<file path="src/rtl/ram_req_ctrl.sv">
// Request-side controller for the 64x8 single-port RAM: issues registered
// read/write requests, absorbs the two-cycle read latency, returns read data.
module ram_req_ctrl #(
  parameter int DATA_W = 8,
  parameter int ADDR_W = 6,
  parameter int CNT_W  = 8
) (
  input  logic              clk,
  input  logic              rst,
  input  logic              req_valid,
  output logic              req_ready,
  input  logic              req_write,
  input  logic [ADDR_W-1:0] req_addr,
  input  logic [DATA_W-1:0] req_wdata,
  output logic              rsp_valid,
  input  logic              rsp_ready,
  output logic [DATA_W-1:0] rsp_rdata,
  output logic [DATA_W-1:0] ram_data,
  output logic [ADDR_W-1:0] ram_addr,
  output logic              ram_write,
  input  logic [DATA_W-1:0] ram_out,
  output logic [CNT_W-1:0]  wr_cnt,
  output logic [CNT_W-1:0]  rd_cnt
);

  logic rd_s1;
  logic rd_s2;
  logic accept;
  logic rsp_take;

  // At most one read in flight; a stalled response also blocks new requests.
  always_comb begin
    req_ready = !rst && !rd_s1 && !rd_s2 && !(rsp_valid && !rsp_ready);
    accept    = req_valid && req_ready;
    rsp_take  = rsp_valid && rsp_ready;
  end

  always_ff @(posedge clk) begin
    if (rst) begin
      ram_write <= 1'b0;
      ram_addr  <= '0;
      ram_data  <= '0;
      rd_s1     <= 1'b0;
      rd_s2     <= 1'b0;
      rsp_valid <= 1'b0;
      rsp_rdata <= '0;
      wr_cnt    <= '0;
      rd_cnt    <= '0;
    end else begin
      ram_write <= accept && req_write;
      if (accept) begin
        ram_addr <= req_addr;
        if (req_write) begin
          ram_data <= req_wdata;
        end
      end

      rd_s1 <= accept && !req_write;
      rd_s2 <= rd_s1;

      if (accept && req_write) begin
        wr_cnt <= wr_cnt + CNT_W'(1);
      end

      // A capture cannot coincide with a pending response: req_ready kept
      // the read out until the previous response was taken.
      if (rd_s2) begin
        rsp_valid <= 1'b1;
        rsp_rdata <= ram_out;
      end else if (rsp_take) begin
        rsp_valid <= 1'b0;
      end

      if (rsp_take) begin
        rd_cnt <= rd_cnt + CNT_W'(1);
      end
    end
  end

endmodule
</file>
<file path="config.mk">
export PLATFORM = sky130hd
export DESIGN_NAME = ram_req_ctrl
export DESIGN_NICKNAME = d
export VERILOG_FILES = /design/src/rtl/ram_req_ctrl.sv
export SDC_FILE = /design/constraint.sdc
export NUM_CORES = 1
export LEC_CHECK = 0
export ABC_CLOCK_PERIOD_IN_PS = 1800
export CORE_UTILIZATION = 38
export CTS_CLUSTER_SIZE = 10
export DETAILED_ROUTE_END_ITERATION = 10
export GPL_ROUTABILITY_DRIVEN = 1
export PLACE_DENSITY = 0.8
export SYNTH_ARGS = -nofsm -noshare
export SYNTH_HDL_FRONTEND = slang
export SYNTH_SLANG_ARGS = --single-unit
</file>
<file path="constraint.sdc">
create_clock -name clk -period 1.8 [get_ports clk]
set_input_delay 0.36 -clock clk [delete_from_list [all_inputs] [get_ports clk]]
set_output_delay 0.36 -clock clk [all_outputs]
set_load 0.02 [all_outputs]
</file>
---- Yosys cells after proc, flatten, opt, wreduce, memory -nomap -nowiden ----
Cells that the tools add are included.
storage, ports and cells
  flip-flop bits (word level) ............. 42
  output and inout bits ................... 41
operators by class
  add/subtract/negate cells ............... 2
  multiplexer cells ....................... 2
  reductions and logical operators ........ 16
operator list
  kind                                                           number
  8-bit by 1-bit adder with 8-bit output, second input constant  2
  1-bit logical AND                                              8
  1-bit zero test                                                6
  1-bit two-way mux                                              2
  2-bit AND reduction                                            1
  2-bit nonzero test                                             1

---- Logic depth before layout (Yosys ltp) ----
Gate-level depths: netlist (run 1).
  depth after elaboration ................. 6
  depth in mapped cells ................... 5

---- Worst setup path before layout (run 1) ----
No wires, ideal clock.
  path kind ............................... register to output
  start ................................... register rd_s2
  end ..................................... output port req_ready
  data arrival time ....................... 1.455 ns
  path slack .............................. -0.015 ns
  stages on the path, launching flop included .. 4
  path buffers ............................ 2
  cells stage by stage .................... dfxtp_1 -> clkbuf_1 -> buf_1 -> nor4_1
on the way
  cells in the longest elaborated chain, start to end .. 3
RTL lines
  element                         RTL line  text
  start, declared                 27        logic rd_s2;
  start signal, assigned          59        rd_s2 <= rd_s1;
  1-bit zero test                 33        req_ready = !rst && !rd_s1 && !rd_s2 && !(rsp_valid && !rsp_ready);
  1-bit logical AND (2 in a row)  33
  end, declared                   11        output logic req_ready,
Every way passes these cells.

---- Final worst setup path (run 1) ----
  start ................................... register wr_cnt[0]
  end ..................................... output port wr_cnt[0]
RTL lines
  element                 RTL line  text
  start, declared         22        output logic [CNT_W-1:0] wr_cnt,
  start signal, assigned  62        wr_cnt <= wr_cnt + CNT_W'(1);
No word-level cell between the ends.

==> reports/qor.log, run 1 <==
qor: floorplanning.die_h 67.0 um
qor: timing.holdWs 0.453 ns
qor: setup_path.kind_of_start_point_of_the_critical_path flip-flop
qor: timing.grt_setup_unrepaired no
qor: placement.finalWeightedCongestion 0.765
qor: timing.period_share 0.952
qor: power_and_ir_drop.worst_ir_drop_vdd 0.568 mV
qor: setup_path.timing.critical_path.to_type primary output
qor: synthesis.synth_compound_area_frac 0.0623
qor: routing.avgRoutedWirePerCell 11.8 um
qor: synthesis.synth_area_leaders dfxtp_1, mux2i_1, nor2_1
qor: routing.route.detailed.drc 0
qor: timing.max_freq 583 MHz
qor: final_layout.n_antenna_cell 0
qor: synthesis.post_synth_and_or_nand_nor_area_fraction 0.217
qor: synthesis.post_synth_xor_area_fraction 0.0436
qor: synthesis.number_of_enable_flip_flop_cells_after_synthesis 0
qor: timing.period_minus_slack 1.71 ns
qor: setup_path.critPathRequiredTime 1.44 ns
qor: synthesis.synth_cell_type_count 28
qor: routing.route.vias.total 1,472
qor: final_layout.final_core_util 0.632
qor: setup_path.r2r_start rsp_valid
qor: floorplanning.core-area 4030 sq um
qor: outcome.outcome completed
qor: final_layout.fillerInstances 354
qor: hold_path.timing.hold.worst.start ram_addr[0]
qor: clock_tree.clkTransAtPathRegs 0.07 ns
qor: synthesis.syn-mean-instance-area 9.29 sq um
qor: setup_path.worstPathArrival 1.35 ns
qor: floorplanning.die-area 4490 sq um
qor: global_routing.grt_antenna_before_repair 0
qor: synthesis.yosysMostFrequentCell dfxtp_1
qor: global_routing.wire_length_of_the_first_global_routing_pass 6020 um
qor: floorplanning.num_io_pins 68
qor: clock_tree.cts_max_level 2
qor: hold_path.worstHoldEndpoint ram_addr[0]
qor: setup_path.worstSetupPathType reg -> out
qor: timing.fin_skew 0.00406 ns
qor: run.drv_cap 0
qor: clock_tree.ctsLongestPathBuffers 2
qor: setup_path.critical_path_peak_fanout 5
qor: routing.drt-vias-per-instance 4.83
qor: routing.drtAntennaViolNets 0
qor: hold_path.hold_path.class reg -> reg
qor: synthesis.ys.warnings.count 0
qor: setup_path.cpPeakStageDelay 0.64 ns
qor: setup_path.reg2reg_setup_slack 0.09 ns
qor: timing.final_hold_viol_count 0
qor: placement.port-buffer-count 67
qor: synthesis.netlist.area_leader.share 0.523
qor: clock_tree.cts-buffers-inserted 5
qor: global_routing.gr-usage-all-layers 0.181
qor: global_routing.grt_start_max_net_pins 31
qor: timing.worst_slew_margin_rel 0.791
qor: final_layout.areaGrowthSynthToFinish 58.5%
qor: global_routing.globalRoute.totalOverflow 0
qor: floorplanning.fp_rows 23
qor: setup_path.worst_case_reg_to_reg_path_depth 5
qor: hold_path.hold-path-cell-count 2
qor: setup_path.crit_path_cell_trace clkdlybuf4s50_1
qor: clock_tree.cts_tree built
qor: clock_tree.clock_latency 0.28 ns
qor: clock_tree.clock_sinks 42
qor: power_and_ir_drop.power_density_relative_to_cell_area 691 nW/um^2
qor: power_and_ir_drop.p_leak 0.000920 uW
qor: clock_tree.post_cts.repair.setup_buffers 0
qor: setup_path.cpLargestDelayFamily buffers and inverters
qor: synthesis.synth.ff_latch_count 42
qor: timing.worstMarginPinSlew 0.311 ns
qor: synthesis.mappedNetlistNets 202
qor: placement.post-dp-hpwl 2620 um
qor: synthesis.async_flop_share 0
qor: routing.drt_first_iter_violations 54
qor: floorplanning.start_util 0.399
qor: synthesis.combined_area_of_all_synthesized_cells 1610 sq um
qor: clock_tree.cts_root_buffer clkbuf_8
qor: setup_path.critPathSlowestCell clkdlybuf4s50_1
qor: final_layout.post_route_cells_drive_above_1_share 0.125
qor: routing.detail_route.first_pass.iterations 3
qor: synthesis.ys.flop_type dfxtp_1
qor: synthesis.synth_mux_area_frac 0.112
qor: routing.wirelength 3610 um
qor: floorplanning.die-width 67.0 um
qor: synthesis.netlist.top_cell.by_area dfxtp_1
qor: synthesis.synthCells 173
qor: synthesis.yosys.area_share.adder 0.0156
qor: timing.timing.final.setup_violations 0
qor: global_routing.grt_pass1_vias 1,405
qor: setup_path.path_buf_inv 1
qor: synthesis.yosys-top-cells-count dfxtp_1, nor2_1, nand2_1
qor: timing.total_count_of_max_transition_violations_in_the_final_report 0
qor: setup_path.rr_endpoint wr_cnt[6]
qor: synthesis.main_combinational_cell_family_by_area_after_synthesis simple AND/OR/NAND/NOR gates
qor: synthesis.synth_seq_area_share 0.523
qor: final_layout.layout.nets 285
-- timing repair --
action                     4_1_cts  5_1_grt
resized for setup               11        0
hold endpoints to repair         0        0
setup endpoints to repair        4        0
hold buffers                     0        0
-- placed cells by master, fill, tap and decap left out, types with 2 or more instances in the layout --
master,Yosys,final
nor2_1,29,29
nor4_1,5,5
nand2_1,20,20
xor2_1,2,2
or3_1,2,2
buf_4,0,16
ha_1,2,2
dlygate4sd2_1,0,3
a21oi_1,10,10
inv_1,3,3
o31ai_1,2,2
or2_2,2,2
o21ai_0,2,2
xnor2_1,6,6
dfxtp_1,42,41
clkdlybuf4s50_1,0,63
mux2i_1,18,18
nand4_1,3,3
nand3_1,6,6
clkbuf_8,0,6
-- power breakdown --
part	switching (uW)	internal (uW)
logic	95.5	126
clock network	281	295
registers	12.1	950
total	389	1370
-- sequential cells by signal (all words and copies together) (netlist names) --
register,count
ram_data,8
rd_cnt,8
rsp_rdata,8
wr_cnt,8
ram_addr,6
ram_write,1
rd_s1,1
rd_s2,1
rsp_valid,1
-- how the worst max path moves through the flow --
stage                   start        end  slack, ns  cells past startpoint
global route        rsp_valid  wr_cnt[6]       0.03                      5
CTS                 wr_cnt[0]  wr_cnt[0]       0.07                      1
finish              wr_cnt[0]  wr_cnt[0]       0.09                      1
global placement          rst  req_ready      -0.36                      3
detailed placement  rsp_ready  wr_cnt[6]      -0.40                      6
floorplan               rd_s2  req_ready      -0.01                      3
-- area by class of cell --
class / count / area, sq um / area share
timing repair buffer: 84 / 802 / 0.315
sequential: 42 / 842 / 0.331
clock buffer: 6 / 82.6 / 0.0324
inverter: 3 / 11.3 / 0.00442
tap: 50 / 62.6 / 0.0246
multi-input combinational: 120 / 746 / 0.293
-- routing by layer --
| metal | vias to the layer above | wire length [um] | global-route usage |
|---|---|---|---|
| met2 | 45 | 1690 | 0.295 |
| met5 | - | 0 | 0 |
| met1 | 669 | 1600 | 0.204 |
| met3 | 5 | 281 | 0.0634 |
| li1 | 753 | - | - |
| met4 | 0 | 44 | 0.0931 |
-- stage by stage --
step           instance area, sq um  total power, uW  setup TNS [ns]  instances  worst slack (ns)
2_1_floorplan                  1610             1070         -0.0149        173           -0.0149
3_3_place_gp                   2460             1210           -4.66        299            -0.363
3_5_place_dp                   2460             1210           -4.94        299            -0.403
4_1_cts                        2550             1790               0        305            0.0728
5_1_grt                        2550             1850               0        305            0.0268
6_report                       2550             1760               0        305            0.0856
-- cells by family after synthesis --
| family | after synthesis |
|---|---|
| and+or+nand+nor | 75 |
| DFF | 42 |
| muxes | 18 |
| AOI/OAI and AO/OA | 17 |
| buffers and inverters | 11 |
| xor gates and xnor gates | 8 |
| adders and majority gates | 2 |
No activity file was read; power rests on OpenSTA's default activity.
==> inputs of run 2 (changes only) <==
--- a/config.mk
+++ b/config.mk
@@ -6,11 +6,14 @@
 export NUM_CORES = 1
 export LEC_CHECK = 0
 export ABC_CLOCK_PERIOD_IN_PS = 1800
-export CORE_UTILIZATION = 38
+export CELL_PAD_IN_SITES_DETAIL_PLACEMENT = 1
+export CELL_PAD_IN_SITES_GLOBAL_PLACEMENT = 1
+export CORE_MARGIN = 2
+export CORE_UTILIZATION = 27
 export CTS_CLUSTER_SIZE = 10
 export DETAILED_ROUTE_END_ITERATION = 10
 export GPL_ROUTABILITY_DRIVEN = 1
-export PLACE_DENSITY = 0.8
+export PLACE_DENSITY = 0.78
 export SYNTH_ARGS = -nofsm -noshare
 export SYNTH_HDL_FRONTEND = slang
 export SYNTH_SLANG_ARGS = --single-unit
==> run 2 against run 1 <==
  * Register-to-register slack improved by 0.03 ns
  * Flip-flop and latch count unchanged
  * Die area increased by 47%
  * Worst setup slack about the same
  * Critical endpoint is now wr_cnt[6]
==> reports/qor.log, run 2 (synthesis results as in run 1) <==
qor: outcome.outcome completed
qor: timing.worstMarginPinSlew 0.314 ns
qor: final_layout.layout.cells.most_common clkdlybuf4s50_1
qor: routing.wirelength 4190 um
qor: setup_path.critPathRequiredTime 1.44 ns
qor: routing.route.detailed.drc 0
qor: clock_tree.cts_max_level 2
qor: setup_path.cpPeakStageDelay 0.64 ns
qor: setup_path.critPathSlowestCell clkdlybuf4s50_1
qor: placement.finalWeightedCongestion 0.767
qor: setup_path.crit_path_cell_trace clkdlybuf4s50_1
qor: power_and_ir_drop.internal-power 1350 uW
qor: placement.dp.cells 324
qor: clock_tree.cts_root_buffer clkbuf_8
qor: floorplanning.fp_rows 28
qor: final_layout.post_route_cells_drive_above_1_share 0.118
qor: routing.drt_first_iter_violations 55
qor: hold_path.hold_path.class reg -> reg
qor: global_routing.grt_antenna_before_repair 0
qor: power_and_ir_drop.switchingPower 401 uW
qor: placement.port-buffer-count 67
qor: power_and_ir_drop.p_seq_frac 0.551
qor: routing.route.vias.total 1,517
qor: final_layout.fillerInstances 675
qor: clock_tree.cts_hold_buf 0
qor: global_routing.grt_start_max_net_pins 31
qor: setup_path.timing.critical_path.depth 1
qor: global_routing.wire_length_of_the_first_global_routing_pass 6820 um
qor: final_layout.n_antenna_cell 0
qor: placement.post-dp-hpwl 3150 um
qor: final_layout.final_cell_count_no_fill 330
qor: final_layout.final_area 2600 sq um
qor: setup_path.worstPathArrival 1.35 ns
qor: timing.holdWs 0.459 ns
qor: setup_path.timing.critical_path.to_type primary output
qor: setup_path.reg2reg_setup_slack 0.12 ns
qor: clock_tree.clock_latency 0.28 ns
qor: floorplanning.num_io_pins 68
qor: setup_path.rr_endpoint wr_cnt[7]
qor: setup_path.r2r_start rd_s2
qor: floorplanning.start_util 0.275
qor: setup_path.worst_case_reg_to_reg_path_depth 4
qor: final_layout.areaGrowthSynthToFinish 61.6%
qor: clock_tree.cts-buffers-inserted 5
qor: timing.timing.final.setup_violations 0
qor: final_layout.leading_cell_types_in_the_layout_fill_and_taps_excluded clkdlybuf4s50_1, dfxtp_1, nor2_1, nand2_1, mux2i_1
qor: timing.total_count_of_max_transition_violations_in_the_final_report 0
qor: routing.drt-vias-per-instance 4.60
qor: power_and_ir_drop.pwr-share-clk 0.318
qor: routing.avgRoutedWirePerCell 12.7 um
qor: setup_path.kind_of_start_point_of_the_critical_path flip-flop
qor: global_routing.globalRoute.totalOverflow 0
qor: power_and_ir_drop.power_density_relative_to_cell_area 673 nW/um^2
qor: floorplanning.die-area 6580 sq um
qor: power_and_ir_drop.p_leak 0.000923 uW
qor: setup_path.path_buf_inv 1
qor: clock_tree.clkTransAtPathRegs 0.07 ns
qor: setup_path.critical_path_peak_fanout 4
qor: hold_path.worstHoldEndpoint ram_addr[1]
qor: timing.max_freq 583 MHz
qor: floorplanning.die_h 81.1 um
qor: timing.worst_slew_margin_rel 0.789
qor: run.drv_cap 0
qor: global_routing.gr-usage-all-layers 0.134
qor: hold_path.hold-path-cell-count 2
qor: global_routing.grt_pass1_vias 1,493
qor: clock_tree.ctsLongestPathBuffers 2
qor: setup_path.cpLargestDelayFamily buffers and inverters
qor: timing.period_minus_slack 1.71 ns
qor: power_and_ir_drop.power.share.switching 0.229
qor: placement.postPlaceCellArea 2490 sq um
qor: timing.period_share 0.953
qor: final_layout.layout.nets 284
qor: floorplanning.core-area 5850 sq um
qor: setup_path.worstSetupPathType reg -> out
qor: routing.drtAntennaViolNets 0
qor: clock_tree.clock_sinks 42
qor: timing.fin_skew 0.00271 ns
qor: hold_path.timing.hold.worst.start ram_addr[1]
qor: timing.grt_setup_unrepaired no
qor: routing.detail_route.first_pass.iterations 4
qor: floorplanning.die-width 81.1 um
qor: clock_tree.cts_tree built
qor: power_and_ir_drop.power.combinational.fraction 0.131
qor: timing.final_hold_viol_count 0
qor: power_and_ir_drop.worst_ir_drop_vdd 0.316 mV
## run 2: cell count changes in the layout (fill, tap and decap cells not counted), sizes merged
cell           previous run  this run
dlygate4sd2               3         2
clkdlybuf4s15             0         1
dlymetal6s2s              0         1
buf                      18        16
clkbuf                    6         7
## run 2: worst max-delay path by stage
stage	from	slack, ns	to
3_5_place_dp	rsp_ready	-0.51	wr_cnt[6]
4_1_cts	rsp_valid	0.007	wr_cnt[7]
2_1_floorplan	rd_s2	-0.01	req_ready
5_1_grt	wr_cnt[6]	0.03	wr_cnt[6]
3_3_place_gp	rsp_ready	-0.47	wr_cnt[6]
6_report	wr_cnt[6]	0.09	wr_cnt[6]
## run 2: area by class of cell
type | instances | area, sq um | share of cell area
repair buffers | 83 | 812 | 0.313
flip-flops and latches | 42 | 842 | 0.324
clock buffers | 7 | 76.3 | 0.0294
multi-input cells | 120 | 761 | 0.293
well taps | 75 | 93.8 | 0.0361
inverters | 3 | 11.3 | 0.00434
## run 2: worst reg2reg max path, cell delays in order, from the launching register on
cell	delay [ns]
dfxtp_1	0.32
buf_4	0.13
or4_4	0.55
or4_1	0.51
a21oi_1	0.12
## run 2: what timing repair did
item                                    4_1_cts  5_1_grt
resized for setup                             8        5
hold endpoints to repair                      0        0
pin swaps                                     1        1
setup buffers                                 0        0
endpoints found under the setup margin       15        3
## run 2: through the flow
stage                      util  setup WS, ns  TNS [ns]  power (uW)
after floorplan               -       -0.0149   -0.0149        1070
after global placement    0.425        -0.465     -7.54        1210
after detailed placement  0.425        -0.506     -8.10        1220
after CTS                 0.441       0.00658         0        1780
after global routing      0.444        0.0308         0        1850
final                     0.444        0.0854         0        1750
## run 2: routing by layer
metal | vias up | part of all wire | GRT usage
met4 | 0 | 0.0069 | 0.0305
li1 | 755 | - | -
met3 | 5 | 0.061 | 0.0467
met5 | - | 0 | 0
met1 | 712 | 0.44 | 0.159
met2 | 45 | 0.49 | 0.231
## run 2: power by group through the flow
| stage | logic, uW | clock network, uW | registers (uW) |
|---|---|---|---|
| 2_1_floorplan | 63.3 | 0 | 1010 |
| 3_3_place_gp | 229 | 0 | 983 |
| 3_5_place_dp | 232 | 0 | 984 |
| 4_1_cts | 232 | 589 | 962 |
| 5_1_grt | 249 | 634 | 964 |
| 6_report | 229 | 556 | 962 |
==> inputs of run 3 (changes only) <==
--- a/config.mk
+++ b/config.mk
@@ -13,6 +13,7 @@
 export CTS_CLUSTER_SIZE = 10
 export DETAILED_ROUTE_END_ITERATION = 10
 export GPL_ROUTABILITY_DRIVEN = 1
+export GPL_TIMING_DRIVEN = 0
 export PLACE_DENSITY = 0.78
 export SYNTH_ARGS = -nofsm -noshare
 export SYNTH_HDL_FRONTEND = slang
==> run 3 against run 2 <==
  * Final cell count fell by 1.8%
  * Critical path type unchanged
  * Worst setup slack got worse by 0.021 ns
  * Critical endpoint is now req_ready
  * Global-route usage fell by 0.26 points
  * Hold slack improved by 0.00068 ns
  * Fmax fell by 1.2%
==> reports/qor.log, run 3 (synthesis results as in run 1) <==
qor: setup_path.timing.critical_path.to_type primary output
qor: routing.detail_route.first_pass.iterations 4
qor: routing.drt_first_iter_violations 27
qor: clock_tree.ctsLongestPathBuffers 2
qor: timing.total_count_of_max_transition_violations_in_the_final_report 0
qor: clock_tree.cts-buffers-inserted 5
qor: floorplanning.die-area 6580 sq um
qor: placement.finalWeightedCongestion 0.750
qor: setup_path.critPathLaunch rd_s2
qor: floorplanning.die-width 81.1 um
qor: timing.period_share 0.964
qor: final_layout.final_area 2550 sq um
qor: power_and_ir_drop.worst_ir_drop_vdd 0.386 mV
qor: setup_path.worstSetupPathType reg -> out
qor: final_layout.post_route_cells_drive_above_1_share 0.100
qor: power_and_ir_drop.p_leak 0.000894 uW
qor: outcome.outcome completed
qor: timing.max_freq 576 MHz
qor: routing.wirelength 4170 um
qor: timing.worstMarginPinSlew 0.615 ns
qor: placement.post-dp-hpwl 3050 um
qor: timing.final_hold_viol_count 0
qor: placement.port-buffer-count 67
qor: global_routing.wire_length_of_the_first_global_routing_pass 6650 um
qor: floorplanning.fp_rows 28
qor: final_layout.fillerInstances 656
qor: clock_tree.clock_latency 0.29 ns
qor: global_routing.gr-usage-all-layers 0.131
qor: final_layout.layout.cells.most_common clkdlybuf4s50_1
qor: final_layout.n_antenna_cell 0
qor: routing.drtAntennaViolNets 0
qor: timing.period_minus_slack 1.74 ns
qor: final_layout.leading_cell_types_in_the_layout_fill_and_taps_excluded clkdlybuf4s50_1, dfxtp_1, nor2_1, nand2_1, mux2i_1
qor: routing.route.vias.total 1,480
qor: placement.postPlaceCellArea 2370 sq um
qor: setup_path.critical_path_peak_fanout 10
qor: final_layout.final_core_util 0.435
qor: routing.route.detailed.drc 0
qor: floorplanning.num_io_pins 68
qor: global_routing.grt_start_max_net_pins 13
qor: global_routing.grt_pass1_vias 1,428
qor: routing.drt-vias-per-instance 4.57
qor: final_layout.layout.nets 277
qor: timing.final_worst_setup_slack 0.0641 ns
qor: setup_path.r2r_start rd_s1
qor: setup_path.critPathRequiredTime 1.44 ns
qor: run.drv_cap 0
qor: timing.worst_slew_margin_rel 0.586
qor: floorplanning.start_util 0.275
qor: power_and_ir_drop.total_power 1880 uW
qor: floorplanning.core-area 5850 sq um
qor: power_and_ir_drop.power_density_relative_to_cell_area 737 nW/um^2
qor: final_layout.areaGrowthSynthToFinish 58.6%
qor: global_routing.globalRoute.totalOverflow 0
qor: hold_path.timing.hold.worst.start ram_addr[0]
qor: floorplanning.die_h 81.1 um
qor: hold_path.hold-path-cell-count 2
qor: clock_tree.cts_tree built
qor: timing.fin_skew 0.00660 ns
qor: placement.place_worst_setup_slack -0.742 ns
qor: timing.timing.final.setup_violations 0
qor: clock_tree.cts_hold_buf 0
qor: routing.avgRoutedWirePerCell 12.9 um
qor: clock_tree.clkTransAtPathRegs 0.08 ns
qor: setup_path.worstPathArrival 1.38 ns
qor: clock_tree.clock_sinks 42
qor: clock_tree.cts_root_buffer clkbuf_8
qor: setup_path.kind_of_start_point_of_the_critical_path flip-flop
qor: global_routing.grt_antenna_before_repair 0
qor: clock_tree.cts_max_level 2
qor: setup_path.worst_case_reg_to_reg_path_depth 4
qor: hold_path.hold_path.class reg -> reg
qor: timing.grt_setup_unrepaired yes
==> run 3: where the power goes <==
part / total [uW] / internal [uW] / switching (uW)
clock network: 704 / 387 / 316
registers: 962 / 949 / 13.0
logic: 212 / 117 / 95.7
==> run 3: per-layer routing <==
layer	part of all wire	track usage
met4	0.0091	0.0356
met2	0.50	0.222
met3	0.074	0.0533
met1	0.41	0.152
met5	0	0
==> run 3: through the flow <==
stage                     hold WS, ns  std cells  setup TNS [ns]
after global routing            0.484        324          -0.194
final                           0.460        324               0
after global placement          0.444        315          -12.00
after floorplan                 0.432        173         -0.0149
after detailed placement        0.450        315          -13.11
after CTS                       0.461        323        -0.00212
==> run 3: worst max-delay path: stages, from the launching register on <==
cell and delay, ns:
dfxtp_1 0.30, clkbuf_2 0.16, buf_6 0.18, nor4_2 0.26, buf_4 0.18
==> run 3: repair_timing <==
action,CTS,global route
endpoints found under the setup margin,19,15
setup buffers,0,1
resized for setup,17,11
pin swaps,0,3
cloned,0,0
==> run 3: layout make-up <==
| type | count | area (sq um) | share of cell area |
|---|---|---|---|
| Buffer | 8 | 56.3 | 0.0221 |
| Inverter | 3 | 11.3 | 0.00442 |
| Clock buffer | 8 | 110 | 0.0432 |
| Tap cell | 75 | 93.8 | 0.0368 |
| Multi-Input combinational cell | 120 | 756 | 0.297 |
| Timing Repair Buffer | 68 | 677 | 0.266 |
| Sequential cell | 42 | 843 | 0.331 |
==> run 3: path summary, 6_finish.rpt <==
kind	to	slack, ns
setup reg to reg	wr_cnt[6]	0.08
hold / removal	ram_addr[0]	0.46
hold reg to reg	ram_addr[0]	0.46
setup / recovery	req_ready	0.06
==> patch: new RTL, config.mk and constraints of run 1 <==
The parameter `DATA_W` goes from 8 to 12.
--- a/src/rtl/ram_req_ctrl.sv
+++ b/src/rtl/ram_req_ctrl.sv
@@ -1,7 +1,7 @@
 // Request-side controller for the 64x8 single-port RAM: issues registered
 // read/write requests, absorbs the two-cycle read latency, returns read data.
 module ram_req_ctrl #(
-  parameter int DATA_W = 8,
+  parameter int DATA_W = 12,
   parameter int ADDR_W = 6,
   parameter int CNT_W  = 8
 ) (
Interface: changed (resized ram_data, ram_out, req_wdata and rsp_rdata); port bits go from 68 to 84. No check against the original RTL was run, so the function may have changed too.
==> patch against run 1 <==
- total power rose by 24%
- core utilization fell by 0.78 points
- routed wire length rose by 23%
- area after synthesis rose by 20%
- worst setup slack got worse by 24 ps
- cell count rose by 14%
- largest cell class unchanged
- sequential share of layout area rose by 0.22 points
- clock power rose by 34%
- sequential cell count rose by 8
- highest routed layer unchanged
- cell area rose by 18%
==> patch: results (changes against run 1) <==
[cts] number of buffers added for setup after CTS 0 [unchanged]
[logic_synthesis] async set-reset flop share out of synthesis 0% [unchanged]
[power_and_ir_drop] highest ir drop seen on vdd 0.000539 V [-5.2%]
[placement] count of buffers from port buffering 83 [+24%]
[route] vias per inst 4.77 [-1.2%]
[timing] final clock skew 3.84 ps [-0.222 ps]
[placement] final estimated routing congestion in global placement 0.724 [-5.5%]
[logic_synthesis] cell types with the largest area share after synthesis dfxtp_1 (52%), mux2i_1 (17%), nor2_1 (8.7%)
[placement] number of placed instances with taps included 341 [+14%]
[finish] final net count 318 [+12%]
[worst_setup_path] largest stage delay on the critical path 610 ps [-30 ps]
[logic_synthesis] average cell area after synthesis 10.1 um^2 [+9.0%]
[outcome] outcome finished clean
[placement] worst-case setup slack after placement -222 ps [+180 ps]
[worst_setup_path] largest fanout of any net on the critical path 6 [+1]
[timing] normalized max-slew margin 75.5% [-3.5 points]
[cts] deepest level of the CTS H-tree 2 [unchanged]
[cts] Max Root-Sink Buffers 2 [unchanged]
[cts] clock latency reported for the late side of the worst-skew pair 300 ps [+20 ps]
[logic_synthesis] total nets after synthesis 228 [+13%]
[logic_synthesis] library cells used by synthesis 26 [-7.1%]
[logic_synthesis] most numerous cell types in the synthesized netlist dfxtp_1 (50), nor2_1 (45), mux2i_1 (32)
[floorplan] core box area 4820 um^2 [+20%]
[cts] TritonCTS Buffers 5 [unchanged]
[global_route] wire length of the first global-routing pass 7020 um [+17%]
[finish] final-layout fill cell count 422 [+19%]
[placement] placed wire-length estimate after detailed placement 3200 um [+22%]
[route] total iterations of the first detailed-routing run 4 [+1]
[cts] clock-pin slew of the registers on the worst-case setup and hold paths 90 ps [+20 ps]
[cts] root buffer cell clkbuf_8
[finish] largest registers in the final layout ram_data (12), rsp_rdata (12)
[global_route] vias in the first global route 1589 [+13%]
[finish] share of cells above drive strength 1 8.51% [-4.0 points]
[global_route] pin count of the biggest net entering global routing 35 [+13%]
[worst_setup_path] slowest cell on the critical path clkdlybuf4s50_1
[logic_synthesis] YS warnings 0 [unchanged]
[route] vias after detailed routing 1664 [+13%]
[logic_synthesis] part of the Yosys area used for sequential elements 51.8% [-0.56 points]
[route] Detailed Route Iter0 Violations 51 [-5.6%]
[global_route] overall global routing resource usage 17.1% [-1.0 points]
[route] mean routed wirelength per cell 12.8 um [+7.9%]
[power_and_ir_drop] P_leak 1.10 nW [+20%]
[finish] Antenna Diode Count 0 [unchanged]
==> patch: cells by family after synthesis <==
logic type,count (synthesis),share of synthesized area [%]
AND/OR/NAND/NOR,78,20.6
adder cells (fa/ha/maj),2,1.29
XOR/XNOR,10,4.53
flip-flops,50,51.8
buffers and inverters,12,3.24
multiplexers,32,16.6
AO/OA/AOI/OAI,7,2.01
==> patch: stage by stage <==
stage	area (um^2)	TNS, ps
2_1_floorplan	1940	0
4_1_cts	3000	0
5_1_grt	3010	0
3_3_place_gp	2890	-2100
6_report	3010	0
3_5_place_dp	2890	-3130
==> patch: report_power, final <==
group | switching [mW] | internal [mW] | total, mW
Sequential | 0.0154 | 1.13 | 1.15
Combinational | 0.112 | 0.155 | 0.267
Clock | 0.365 | 0.409 | 0.774
==> patch: metal layers <==
metal / routed length (um) / vias to the layer above / share of wire [%] / GRT usage (%)
li1: - / 827 / - / -
met1: 1900 / 788 / 43 / 19.4
met2: 2200 / 47 / 49 / 29.2
met3: 338 / 2 / 7.6 / 7.41
met4: 18 / 0 / 0.40 / 4.49
met5: 0 / - / 0 / 0
==> patch: final timing paths <==
path,endpoint,cells after the start,slack [ps],start
worst max-delay path,rsp_valid,2,60,rsp_valid$_SDFFE_PP0P_
worst min register to register,wr_cnt[7]$_SDFFE_PP0P_,1,470,wr_cnt[7]$_SDFFE_PP0P_
worst max register to register,ram_data[9]$_SDFFE_PP0P_,5,260,rd_s1$_SDFF_PP0_
worst min-delay path,wr_cnt[7]$_SDFFE_PP0P_,1,470,wr_cnt[7]$_SDFFE_PP0P_
==> patch: area by class of cell <==
type | instances | share of cell area [%]
Clock buffer | 5 | 2.29
Clock inverter | 3 | 1.33
Inverter | 3 | 0.375
Multi-Input combinational cell | 129 | 29.1
Sequential cell | 50 | 33.3
Tap cell | 67 | 2.79
Timing Repair Buffer | 92 | 30.8
==> patch: what timing repair did <==
item	CTS	global route
gates resized for setup	1	4
endpoints found under the setup margin	1	4
hold buffers	0	0
==> patch: critical path, delay by kind of cell, from the launching register on <==
kind | cells | cell delay [ps]
DFF | 1 | 340
buffers and inverters | 2 | 750
